`config.mk`:
```
export PLATFORM = sky130hd
export DESIGN_NAME = seg7_scan
export DESIGN_NICKNAME = d
export VERILOG_FILES = /design/src/rtl/seg7_pkg.sv /design/src/rtl/seg7_scan_bcd_to_seg7.sv /design/src/rtl/seg7_scan.sv
export SDC_FILE = /design/constraint.sdc
export NUM_CORES = 1
export LEC_CHECK = 0
export BUFFER_PORTS_ARGS = -buffer_cell sky130_fd_sc_hd__buf_2
export CORE_UTILIZATION = 35
export CTS_CLUSTER_SIZE = 10
export DETAILED_ROUTE_END_ITERATION = 8
export GPL_ROUTABILITY_DRIVEN = 1
export HOLD_SLACK_MARGIN = 0.08
export SLEW_MARGIN = 30
export SYNTH_ARGS = -nofsm -noshare
export SYNTH_HDL_FRONTEND = slang
export SYNTH_SLANG_ARGS = --single-unit
```
`constraint.sdc`:
```
create_clock -name clk -period 1.79 [get_ports clk]
set_input_delay 0.4475 -clock clk [delete_from_list [all_inputs] [get_ports clk]]
set_output_delay 0.4475 -clock clk [all_outputs]
set_load 0.02 [all_outputs]
```
`src/rtl/seg7_pkg.sv`:
```
// Shared constants, payload types and helpers for the seven-segment scan driver.
package seg7_pkg;

  localparam int unsigned NUM_DIG = 4;
  localparam int unsigned BCD_W   = 4;
  localparam int unsigned SEG_W   = 7;
  localparam int unsigned SLOT_W  = $clog2(NUM_DIG);
  localparam int unsigned BUS_W   = NUM_DIG * BCD_W;

  // Active-low segment patterns, bit 0 = segment a ... bit 6 = segment g.
  localparam logic [SEG_W-1:0] SEG_0    = 7'b1000000;
  localparam logic [SEG_W-1:0] SEG_1    = 7'b1111001;
  localparam logic [SEG_W-1:0] SEG_2    = 7'b0100100;
  localparam logic [SEG_W-1:0] SEG_3    = 7'b0110000;
  localparam logic [SEG_W-1:0] SEG_4    = 7'b0011001;
  localparam logic [SEG_W-1:0] SEG_5    = 7'b0010010;
  localparam logic [SEG_W-1:0] SEG_6    = 7'b0000010;
  localparam logic [SEG_W-1:0] SEG_7    = 7'b1111000;
  localparam logic [SEG_W-1:0] SEG_8    = 7'b0000000;
  localparam logic [SEG_W-1:0] SEG_9    = 7'b0010000;
  localparam logic [SEG_W-1:0] SEG_DASH = 7'b0111111;
  localparam logic [SEG_W-1:0] SEG_OFF  = 7'b1111111;

  // Everything the display pins carry in one cycle.
  typedef struct packed {
    logic [SEG_W-1:0]   seg_n;
    logic               dp_n;
    logic [NUM_DIG-1:0] an_n;
  } disp_t;

  localparam disp_t DISP_OFF = '{seg_n: SEG_OFF, dp_n: 1'b1, an_n: '1};

  // Active-low one-hot anode enable for a slot.
  function automatic logic [NUM_DIG-1:0] anode_n(input logic [SLOT_W-1:0] slot);
    return ~(NUM_DIG'(1) << slot);
  endfunction

endpackage

```
`src/rtl/seg7_scan_bcd_to_seg7.sv`:
```
// BCD digit to active-low seven-segment pattern; non-decimal codes show a dash.
module bcd_to_seg7
  import seg7_pkg::*;
(
  input  logic [BCD_W-1:0] bcd,
  output logic [SEG_W-1:0] seg_n_c
);

  // Pattern lookup, dash for codes 10..15.
  always_comb begin
    seg_n_c = SEG_DASH;
    case (bcd)
      4'd0:    seg_n_c = SEG_0;
      4'd1:    seg_n_c = SEG_1;
      4'd2:    seg_n_c = SEG_2;
      4'd3:    seg_n_c = SEG_3;
      4'd4:    seg_n_c = SEG_4;
      4'd5:    seg_n_c = SEG_5;
      4'd6:    seg_n_c = SEG_6;
      4'd7:    seg_n_c = SEG_7;
      4'd8:    seg_n_c = SEG_8;
      4'd9:    seg_n_c = SEG_9;
      default: seg_n_c = SEG_DASH;
    endcase
  end

endmodule

```
`src/rtl/seg7_scan.sv`:
```
// Four-digit multiplexed seven-segment driver with frame-coherent input snapshot,
// ghosting guard window, optional leading-zero blanking and dash for invalid BCD.
module seg7_scan
  import seg7_pkg::*;
#(
  parameter int unsigned SCAN_DIV  = 100,
  parameter int unsigned BLANK_CYC = 2
) (
  input  logic                 clk,
  input  logic                 rst,
  input  logic                 en,
  input  logic [BUS_W-1:0]     bcd_in,
  input  logic [NUM_DIG-1:0]   dp_in,
  input  logic                 lz_blank,
  output logic [SEG_W-1:0]     seg_n,
  output logic                 dp_n,
  output logic [NUM_DIG-1:0]   an_n,
  output logic                 frame_done
);

  localparam int unsigned     CNT_W     = $clog2(SCAN_DIV);
  localparam logic [CNT_W-1:0] CNT_MAX   = CNT_W'(SCAN_DIV - 1);
  localparam logic [CNT_W-1:0] BLANK_LIM = CNT_W'(BLANK_CYC);
  localparam logic [SLOT_W-1:0] SLOT_LAST = SLOT_W'(NUM_DIG - 1);

  logic [CNT_W-1:0]   cnt_q, cnt_d;
  logic [SLOT_W-1:0]  slot_q, slot_d;
  logic [BUS_W-1:0]   shadow_bcd_q, shadow_bcd_d;
  logic [NUM_DIG-1:0] shadow_dp_q, shadow_dp_d;
  disp_t              disp_q, disp_d;
  logic               frame_done_q, frame_done_d;

  logic [BCD_W-1:0]   dig [NUM_DIG];
  logic [NUM_DIG-1:0] upper_zero;
  logic               zero_run;
  logic [BCD_W-1:0]   cur_dig;
  logic               cur_dp;
  logic               cur_blank;
  logic [SEG_W-1:0]   dec_seg_c;

  // Split the shadow word into per-digit nibbles.
  always_comb begin
    for (int k = 0; k < int'(NUM_DIG); k++) begin
      dig[k] = shadow_bcd_q[k*BCD_W +: BCD_W];
    end
  end

  // upper_zero[k] is set when digit k and every more significant digit are zero.
  always_comb begin
    upper_zero = '0;
    zero_run   = 1'b1;
    for (int k = int'(NUM_DIG) - 1; k >= 0; k--) begin
      zero_run      = zero_run & (dig[k] == '0);
      upper_zero[k] = zero_run;
    end
  end

  // Select the digit of the active slot; digit 0 is never a leading zero.
  always_comb begin
    cur_dig   = dig[slot_q];
    cur_dp    = shadow_dp_q[slot_q];
    cur_blank = lz_blank && (slot_q != '0) && upper_zero[slot_q];
  end

  bcd_to_seg7 u_bcd_to_seg7 (
    .bcd     (cur_dig),
    .seg_n_c (dec_seg_c)
  );

  // Prescaler, slot counter and start-of-frame snapshot.
  always_comb begin
    cnt_d        = cnt_q;
    slot_d       = slot_q;
    shadow_bcd_d = shadow_bcd_q;
    shadow_dp_d  = shadow_dp_q;
    if (!en) begin
      cnt_d  = '0;
      slot_d = '0;
    end else begin
      if (cnt_q == CNT_MAX) begin
        cnt_d  = '0;
        slot_d = slot_q + SLOT_W'(1);
      end else begin
        cnt_d = cnt_q + CNT_W'(1);
      end
      if ((cnt_q == '0) && (slot_q == '0)) begin
        shadow_bcd_d = bcd_in;
        shadow_dp_d  = dp_in;
      end
    end
  end

  // Next display word: dark in the guard window, otherwise the slot digit,
  // with a blanked leading zero keeping its anode only to show a requested dp.
  always_comb begin
    disp_d       = DISP_OFF;
    frame_done_d = 1'b0;
    if (en) begin
      frame_done_d = (slot_q == SLOT_LAST) && (cnt_q == CNT_MAX);
      if (cnt_q >= BLANK_LIM) begin
        disp_d.dp_n = ~cur_dp;
        if (cur_blank) begin
          disp_d.an_n = cur_dp ? anode_n(slot_q) : '1;
        end else begin
          disp_d.seg_n = dec_seg_c;
          disp_d.an_n  = anode_n(slot_q);
        end
      end
    end
  end

  // State and output registers; reset forces the display dark at once.
  always_ff @(posedge clk or negedge rst) begin
    if (!rst) begin
      cnt_q        <= '0;
      slot_q       <= '0;
      shadow_bcd_q <= '0;
      shadow_dp_q  <= '0;
      disp_q       <= DISP_OFF;
      frame_done_q <= 1'b0;
    end else begin
      cnt_q        <= cnt_d;
      slot_q       <= slot_d;
      shadow_bcd_q <= shadow_bcd_d;
      shadow_dp_q  <= shadow_dp_d;
      disp_q       <= disp_d;
      frame_done_q <= frame_done_d;
    end
  end

  assign seg_n      = disp_q.seg_n;
  assign dp_n       = disp_q.dp_n;
  assign an_n       = disp_q.an_n;
  assign frame_done = frame_done_q;

endmodule

```
==> summary.md, run 1 <==
| Metric | Value |
|---|---|
| Run status | `complete, no violations` |
| CTS buffer count | `5` |
| Placed cell area | `0.00245 mm2` |
| Seq pwr share | `50.6%` |
| Wire per inst | `13.5 um` |
| Worst-path clk slew | `0.08 ns` |
| Gr usage total | `around 14%` |
| Residual DRC | `0` |
| H-tree levels | `2` |
| Synth cell types | `32` |
| Crit path time final | `1.73 ns` |
| Slew Limit Headroom | `roughly 69%` |
| PortBufs | `36` |
| Post-synth EDFFs | `0` |
| Top FF cell, synth | `dfrtp_1` |
| Final Instance Area | `0.00255 mm2` |
| Sequential fraction of the synthesis area | `between 50% and 60%` |
| Crit path cell chain | `mux4_2, inv_2, ha_4, nor3_2, o41ai_2, nand3_1` |
| Syn Area/Cell | `12.5 um2` |
| First-pass GRT wire length | `6770 um` |
| Vias/cell | `4.82` |
| Crit. End Element | `flop` |
| Cell with the most instances after synthesis | `dfrtp_1` |
| TritonCTS clock tree | `yes` |
| Initial antenna violation count | `0` |
| Initial Util | `37.2%` |
| Vias in the first global route | `1453` |
| Die W | `79.2 um` |
| Switching fraction of total power | `28.9%` |
| P_leak | `between 1 and 1.5 nW` |
| Fin cells | `about 290` |
| Synth top area cells | `dfrtp_1 36%, dfstp_2 15%, mux2_2 11%` |
| Layout cell share with drive strength beyond 1 | `a little under half` |
| Post-Place Cells | `approximately 280` |
| RD Place Congestion | `0.791` |
| Final setup viols | `0` |
| CP bufs+invs | `1` |
| Via count | `1393` |
| RR Endpoint | `seg_n[4]` |
| Worst EP required | `2.00 ns` |
| Crit path DAT | `1.95 ns` |
| Critical Path Start Type | `flop` |
| Fin. Hold Viols | `0` |
| Max Root-Sink Buffers | `2` |
| Hold crit path type | `in -> async` |
| Slew Limit Fails | `0` |
| Io pins | `37` |
| Critical Path Fanout Max | `4` |
| Clock Sinks | `42` |
| Core ar. | `0.00561 mm2` |
| # diodes | `0` |
| Crit Path Class | `reg -> reg` |
| Worst Max-Slew Pin Slew | `0.461 ns` |
| Comb pwr share | `between 20% and 30%` |
| Area Overhead vs Synth | `22.3%` |
| Clk pwr share | `between 20% and 30%` |
| RSZ-0062 raised after global routing | `true` |
| Top post-synthesis cells by count | `30 x dfrtp_1, 21 x mux2_2, 14 x nor2_1` |
| Post-Route WL | `3910 um` |
| Number of core rows | `27` |
| Pre-CTS setup slack | `0.0371 ns` |
| Latest clock arrival within the worst-skew pair | `0.29 ns` |
| Final Util | `45.5%` |
| Max IR drop VDD | `0.438 mV` |
| Total Power | `2.42 mW` |
| Mapped Area | `between 0.002 and 0.0025 mm2` |
| Postcts setup bufs | `0` |
| Slowest stage delay, CP | `0.57 ns` |
| Switching power | `0.699 mW` |
| Skew final | `0.00841 ns` |
| DPL Wire Length | `3040 um` |
| Final nets | `253` |
| Final worst setup slack | `0.0556 ns` |
| Post-route ant nets | `0` |
| Die area | `0.00627 mm2` |
| Synth top area share | `36.0%` |
| Initial DRT Pass Iterations | `4` |
| Final period util | `96.9%` |
| Pin count of the biggest net entering global routing | `24` |
| Clock Tree Root | `clkbuf_8` |
| Crit-path slowest cell | `mux4_2` |
| Reg2reg start | `slot_q[0]` |
| Syn nets | `204` |
| Height of the die | `between 70 and 80 um` |
| Gr ovfl total | `0` |
| Initial drt markers | `49` |
| Max Fclk | `0.577 GHz` |
| #FFs+latches synth | `42` |
| Synthesized instance count | `167` |
| Cell family with most CP delay | `multiplexers` |
| Internal power | `1.72 mW` |
| Worst reg2reg setup slack | `0.06 ns` |
| R2R depth | `6` |
| Pwr per Cell Area | `between 900 and 1000 mW/mm2` |
| FFs w/ async S/R, synth | `100%` |
| Max-cap violations | `0` |
| Synth area leader | `dfrtp_1` |
| Ys Warns | `0` |
[through the flow]
stage / hold slack (ns) / TNS (ns)
after floorplan: 0.152 / -0.0161
after global placement: 0.423 / 0
after detailed placement: 0.425 / 0
after CTS: 0.113 / 0
after global routing: 0.127 / -0.195
final: 0.104 / 0
[cells by family (layout without fill, tap and decap cells)]
family / after synthesis / in the layout / share of synthesized area [%]
AOI/OAI and AO/OA: 14 / 14 / 5.16
buffers and inverters: 13 / 63 / 3.06
muxes: 31 / 31 / 19.3
adders and majority gates: 13 / 13 / 7.80
and+or+nand+nor: 48 / 48 / 11.0
DFF: 42 / 42 / 51.1
xor gates and xnor gates: 6 / 6 / 2.52
[state kept, by name, summed over array words and instances, names as in the netlist]
register	cells
shadow_bcd_q	16
cnt_q	7
seg_n	7
an_n	4
shadow_dp_q	4
slot_q	2
dp_n	1
frame_done	1
[cell type report]
type	instances	area [um2]
fill	558	3060
sequential	42	1070
clock inverter	1	5.00
timing repair buffer	47	292
inverter	8	30.0
clock buffer	7	86.3
multi-input combinational	112	981
tap	72	90.1
[layout by cell type (no fill, tap or decap), drive strengths merged, types with 3 or more instances in the layout]
cell    count
buf        47
dfrtp      30
mux2       21
nor2       14
ha         13
dfstp      12
nand2       9
nand3       9
inv         8
clkbuf      7
mux2i       5
mux4        5
xnor2       4
nor3        4
nor4        4
o211ai      3
and2        3
o21ai       3
[repair_timing]
item / in CTS / in global routing
hold buffers: 0 / 0
resized for setup: 0 / 5
endpoints found under the setup margin: 0 / 10
[metal layers]
metal	track usage, %	share of wire [%]	vias to the layer above
met4	4.91	1.3	0
li1	-	-	688
met1	19.4	49	670
met3	3.33	4.0	4
met2	21.5	46	31
met5	0	0	-
[power groups by stage]
stage / registers, mW / clock network (mW) / logic (mW)
after floorplan: 1.23 / 0 / 0.375
after global placement: 1.24 / 0 / 0.572
after detailed placement: 1.24 / 0 / 0.575
after CTS: 1.22 / 0.640 / 0.578
after global routing: 1.25 / 0.689 / 0.645
final: 1.23 / 0.619 / 0.579
[how the worst max path moves through the flow]
| stage | from | endpoint | slack, ns | depth (start not counted) |
|---|---|---|---|---|
| floorplan | slot_q[0] | seg_n[4] | -0.02 | 7 |
| finish | slot_q[0] | seg_n[4] | 0.06 | 6 |
| global route | slot_q[0] | seg_n[4] | -0.08 | 6 |
| CTS | slot_q[0] | seg_n[4] | 0.01 | 6 |
| global placement | slot_q[0] | seg_n[4] | 0.06 | 6 |
| detailed placement | slot_q[0] | seg_n[4] | 0.04 | 6 |
No activity file was read; power rests on OpenSTA's default activity.
==> run 2: changes to the inputs <==
CORE_ASPECT_RATIO = 1.75   (was unset)
PLACE_DENSITY_LB_ADDON = 0.05   (was unset)
==> summary.md, run 2 (synthesis gave the netlist of run 1 again) <==
| Metric | Value |
|---|---|
| Initial antenna violation count | `0 (unchanged)` |
| Critical Path Start Type | `flop (unchanged)` |
| TritonCTS clock tree | `yes (unchanged)` |
| PortBufs | `36 (unchanged)` |
| Crit path time final | `1.75 ns (was 1.73 ns)` |
| Vias in the first global route | `1532 (was 1453)` |
| Comb pwr share | `23.6% (was 23.9%)` |
| Initial Util | `36.8% (was 37.2%)` |
| RD Place Congestion | `0.781 (was 0.791)` |
| # diodes | `0 (unchanged)` |
| Slowest stage delay, CP | `0.57 ns (about the same)` |
| Wire per inst | `14.5 um (was 13.5 um)` |
| Total Neg Setup Slack | `0 ns (unchanged)` |
| Area Overhead vs Synth | `27.3% (was 22.3%)` |
| Number of core rows | `36 (was 27)` |
| Slew Limit Headroom | `69.9% (was 69.2%)` |
| Switching fraction of total power | `27.4% (was 28.9%)` |
| Final period util | `97.6% (was 96.9%)` |
| Clock Sinks | `42 (unchanged)` |
| Gr ovfl total | `0 (unchanged)` |
| H-tree levels | `2 (unchanged)` |
| Slew Limit Fails | `0 (unchanged)` |
| Max Root-Sink Buffers | `2 (unchanged)` |
| Pin count of the biggest net entering global routing | `28 (was 24)` |
| Core ar. | `0.00568 mm2 (was 0.00561 mm2)` |
| Internal power | `1.93 mW (was 1.72 mW)` |
| Die W | `60.4 um (was 79.2 um)` |
| Worst Max-Slew Pin Slew | `0.448 ns (was 0.461 ns)` |
| Fin. Hold Viols | `0 (unchanged)` |
| Skew final | `0.00541 ns (was 0.00841 ns)` |
| Layout cell share with drive strength beyond 1 | `48.0% (was 46.5%)` |
| Final Util | `46.8% (was 45.5%)` |
| Initial drt markers | `33 (was 49)` |
| Seq pwr share | `46.1% (was 50.6%)` |
| Fin cells | `301 (was 289)` |
| Final setup viols | `0 (unchanged)` |
| Max Fclk | `0.573 GHz (was 0.577 GHz)` |
| Worst EP required | `2.00 ns (about the same)` |
| Io pins | `37 (unchanged)` |
| Critical Path Fanout Max | `4 (unchanged)` |
| Final nets | `261 (was 253)` |
| Total Power | `2.65 mW (was 2.42 mW)` |
| Max IR drop VDD | `0.608 mV (was 0.438 mV)` |
| Post-route ant nets | `0 (unchanged)` |
| Die area | `0.00628 mm2 (was 0.00627 mm2)` |
| Highest-count cells in the layout ignoring fill and taps | `36 x buf_2, 29 x dfrtp_1, 21 x mux2_2, 15 x buf_4, 14 x nor2_1 (was 36 x buf_2, 29 x dfrtp_1, 21 x mux2_2, 14 x nor2_1)` |
| Latest clock arrival within the worst-skew pair | `0.29 ns (about the same)` |
| P_leak | `1.15 nW (was 1.10 nW)` |
| Worst-path clk slew | `0.08 ns (about the same)` |
| Largest Register | `shadow_bcd_q (unchanged)` |
| DPL Wire Length | `3430 um (was 3040 um)` |
| Clock Tree Root | `clkbuf_8 (unchanged)` |
| Crit-path slowest cell | `mux4_2 (unchanged)` |
| Crit path cell chain | `mux4_2, inv_2, ha_4, nor3_2, o41ai_2, nand3_1 (unchanged)` |
| Pwr per Cell Area | `999 mW/mm2 (was 950 mW/mm2)` |
| Crit path DAT | `1.96 ns (was 1.95 ns)` |
| First-pass GRT wire length | `7310 um (was 6770 um)` |
| Gr usage total | `15.7% (was 14.1%)` |
| Max FFs per register | `16 (unchanged)` |
| Initial DRT Pass Iterations | `3 (was 4)` |
| Via count | `1456 (was 1393)` |
| Max-cap violations | `0 (unchanged)` |
| CTS buffer count | `5 (unchanged)` |
| Post-Route WL | `4360 um (was 3910 um)` |
| RSZ-0062 raised after global routing | `true (unchanged)` |
| Run status | `complete, no violations (unchanged)` |
| Crit Path Class | `reg -> reg (unchanged)` |
| Hold crit path type | `in -> reg (was in -> async)` |
| Residual DRC | `0 (unchanged)` |
| Switching power | `0.726 mW (was 0.699 mW)` |
| Clk pwr share | `30.3% (was 25.5%)` |
| Height of the die | `104 um (was 79.2 um)` |
| Vias/cell | `4.84 (was 4.82)` |
| Worst reg2reg setup slack | `0.04 ns (was 0.06 ns)` |
| Post-Place Cells | `288 (was 281)` |
| Crit. End Element | `flop (unchanged)` |
| Commonest non-fill, non-tap cell in the layout | `buf_2 (unchanged)` |
-- run 2: cell types whose count changed in the layout (fill, tap and decap cells not counted), sizes merged --
cell | before | now
clkinv | 1 | 0
buf | 47 | 54
dlygate4sd3 | 0 | 1
clkbuf | 7 | 8
-- run 2: power groups by stage --
stage | clock network [mW] | logic [mW] | registers, mW
2_1_floorplan | 0 | 0.375 | 1.23
5_1_grt | 0.870 | 0.695 | 1.24
6_report | 0.804 | 0.625 | 1.22
3_5_place_dp | 0 | 0.591 | 1.25
4_1_cts | 0.840 | 0.626 | 1.23
3_3_place_gp | 0 | 0.575 | 1.25
-- run 2: layout make-up --
type	count	area, um2
flip-flops and latches	42	1070
repair buffers	55	354
fillers	557	3020
inverters	8	30.0
well taps	76	95.1
clock buffers	8	133
multi-input cells	112	976
-- run 2: what timing repair did --
| item | in CTS | in global routing |
|---|---|---|
| endpoints found under the hold margin | 4 | 0 |
| hold buffers | 1 | 0 |
| gates resized for setup | 0 | 3 |
| buffers inserted | 4 | 0 |
| endpoints found under the setup margin | 1 | 30 |
-- run 2: worst paths after layout --
kind / startpoint / end / depth (start not counted)
worst max-delay path: slot_q[0] / seg_n[4] / 6
worst min-delay path: dp_in[3] / shadow_dp_q[3] / 2
worst max register to register: slot_q[0] / seg_n[4] / 6
worst min register to register: cnt_q[0] / cnt_q[0] / 1
max in group asynchronous: rst / an_n[3] / 3
min in group asynchronous: rst / cnt_q[2] / 2
-- run 2: stage by stage --
step	hold slack, ns	setup slack (ns)	area (um2)
after floorplan	0.152	-0.0161	2100
after global placement	0.393	0.0455	2470
after detailed placement	0.391	0.0114	2470
after CTS	0.371	0.00116	2650
after global routing	0.372	-0.0276	2660
final	0.382	0.0438	2660
-- run 2: routing by layer --
metal | routed length (um) | share of wire (%) | up-vias | global-route usage, %
li1 | - | - | 702 | -
met1 | 1640 | 38 | 720 | 16.6
met2 | 2530 | 58 | 29 | 28.9
met3 | 116 | 2.7 | 5 | 2.99
met4 | 75 | 1.7 | 0 | 5.48
met5 | 0 | 0 | - | 0
-- run 2: worst max-delay path, delay by kind of cell (launching register included) --
family	cells	cell delay (ns)
AO/OA/AOI/OAI	1	0.28
buffers and inverters	1	0.11
adder cells (fa/ha/maj)	1	0.15
flip-flops	1	0.41
AND/OR/NAND/NOR	2	0.14
multiplexers	1	0.57
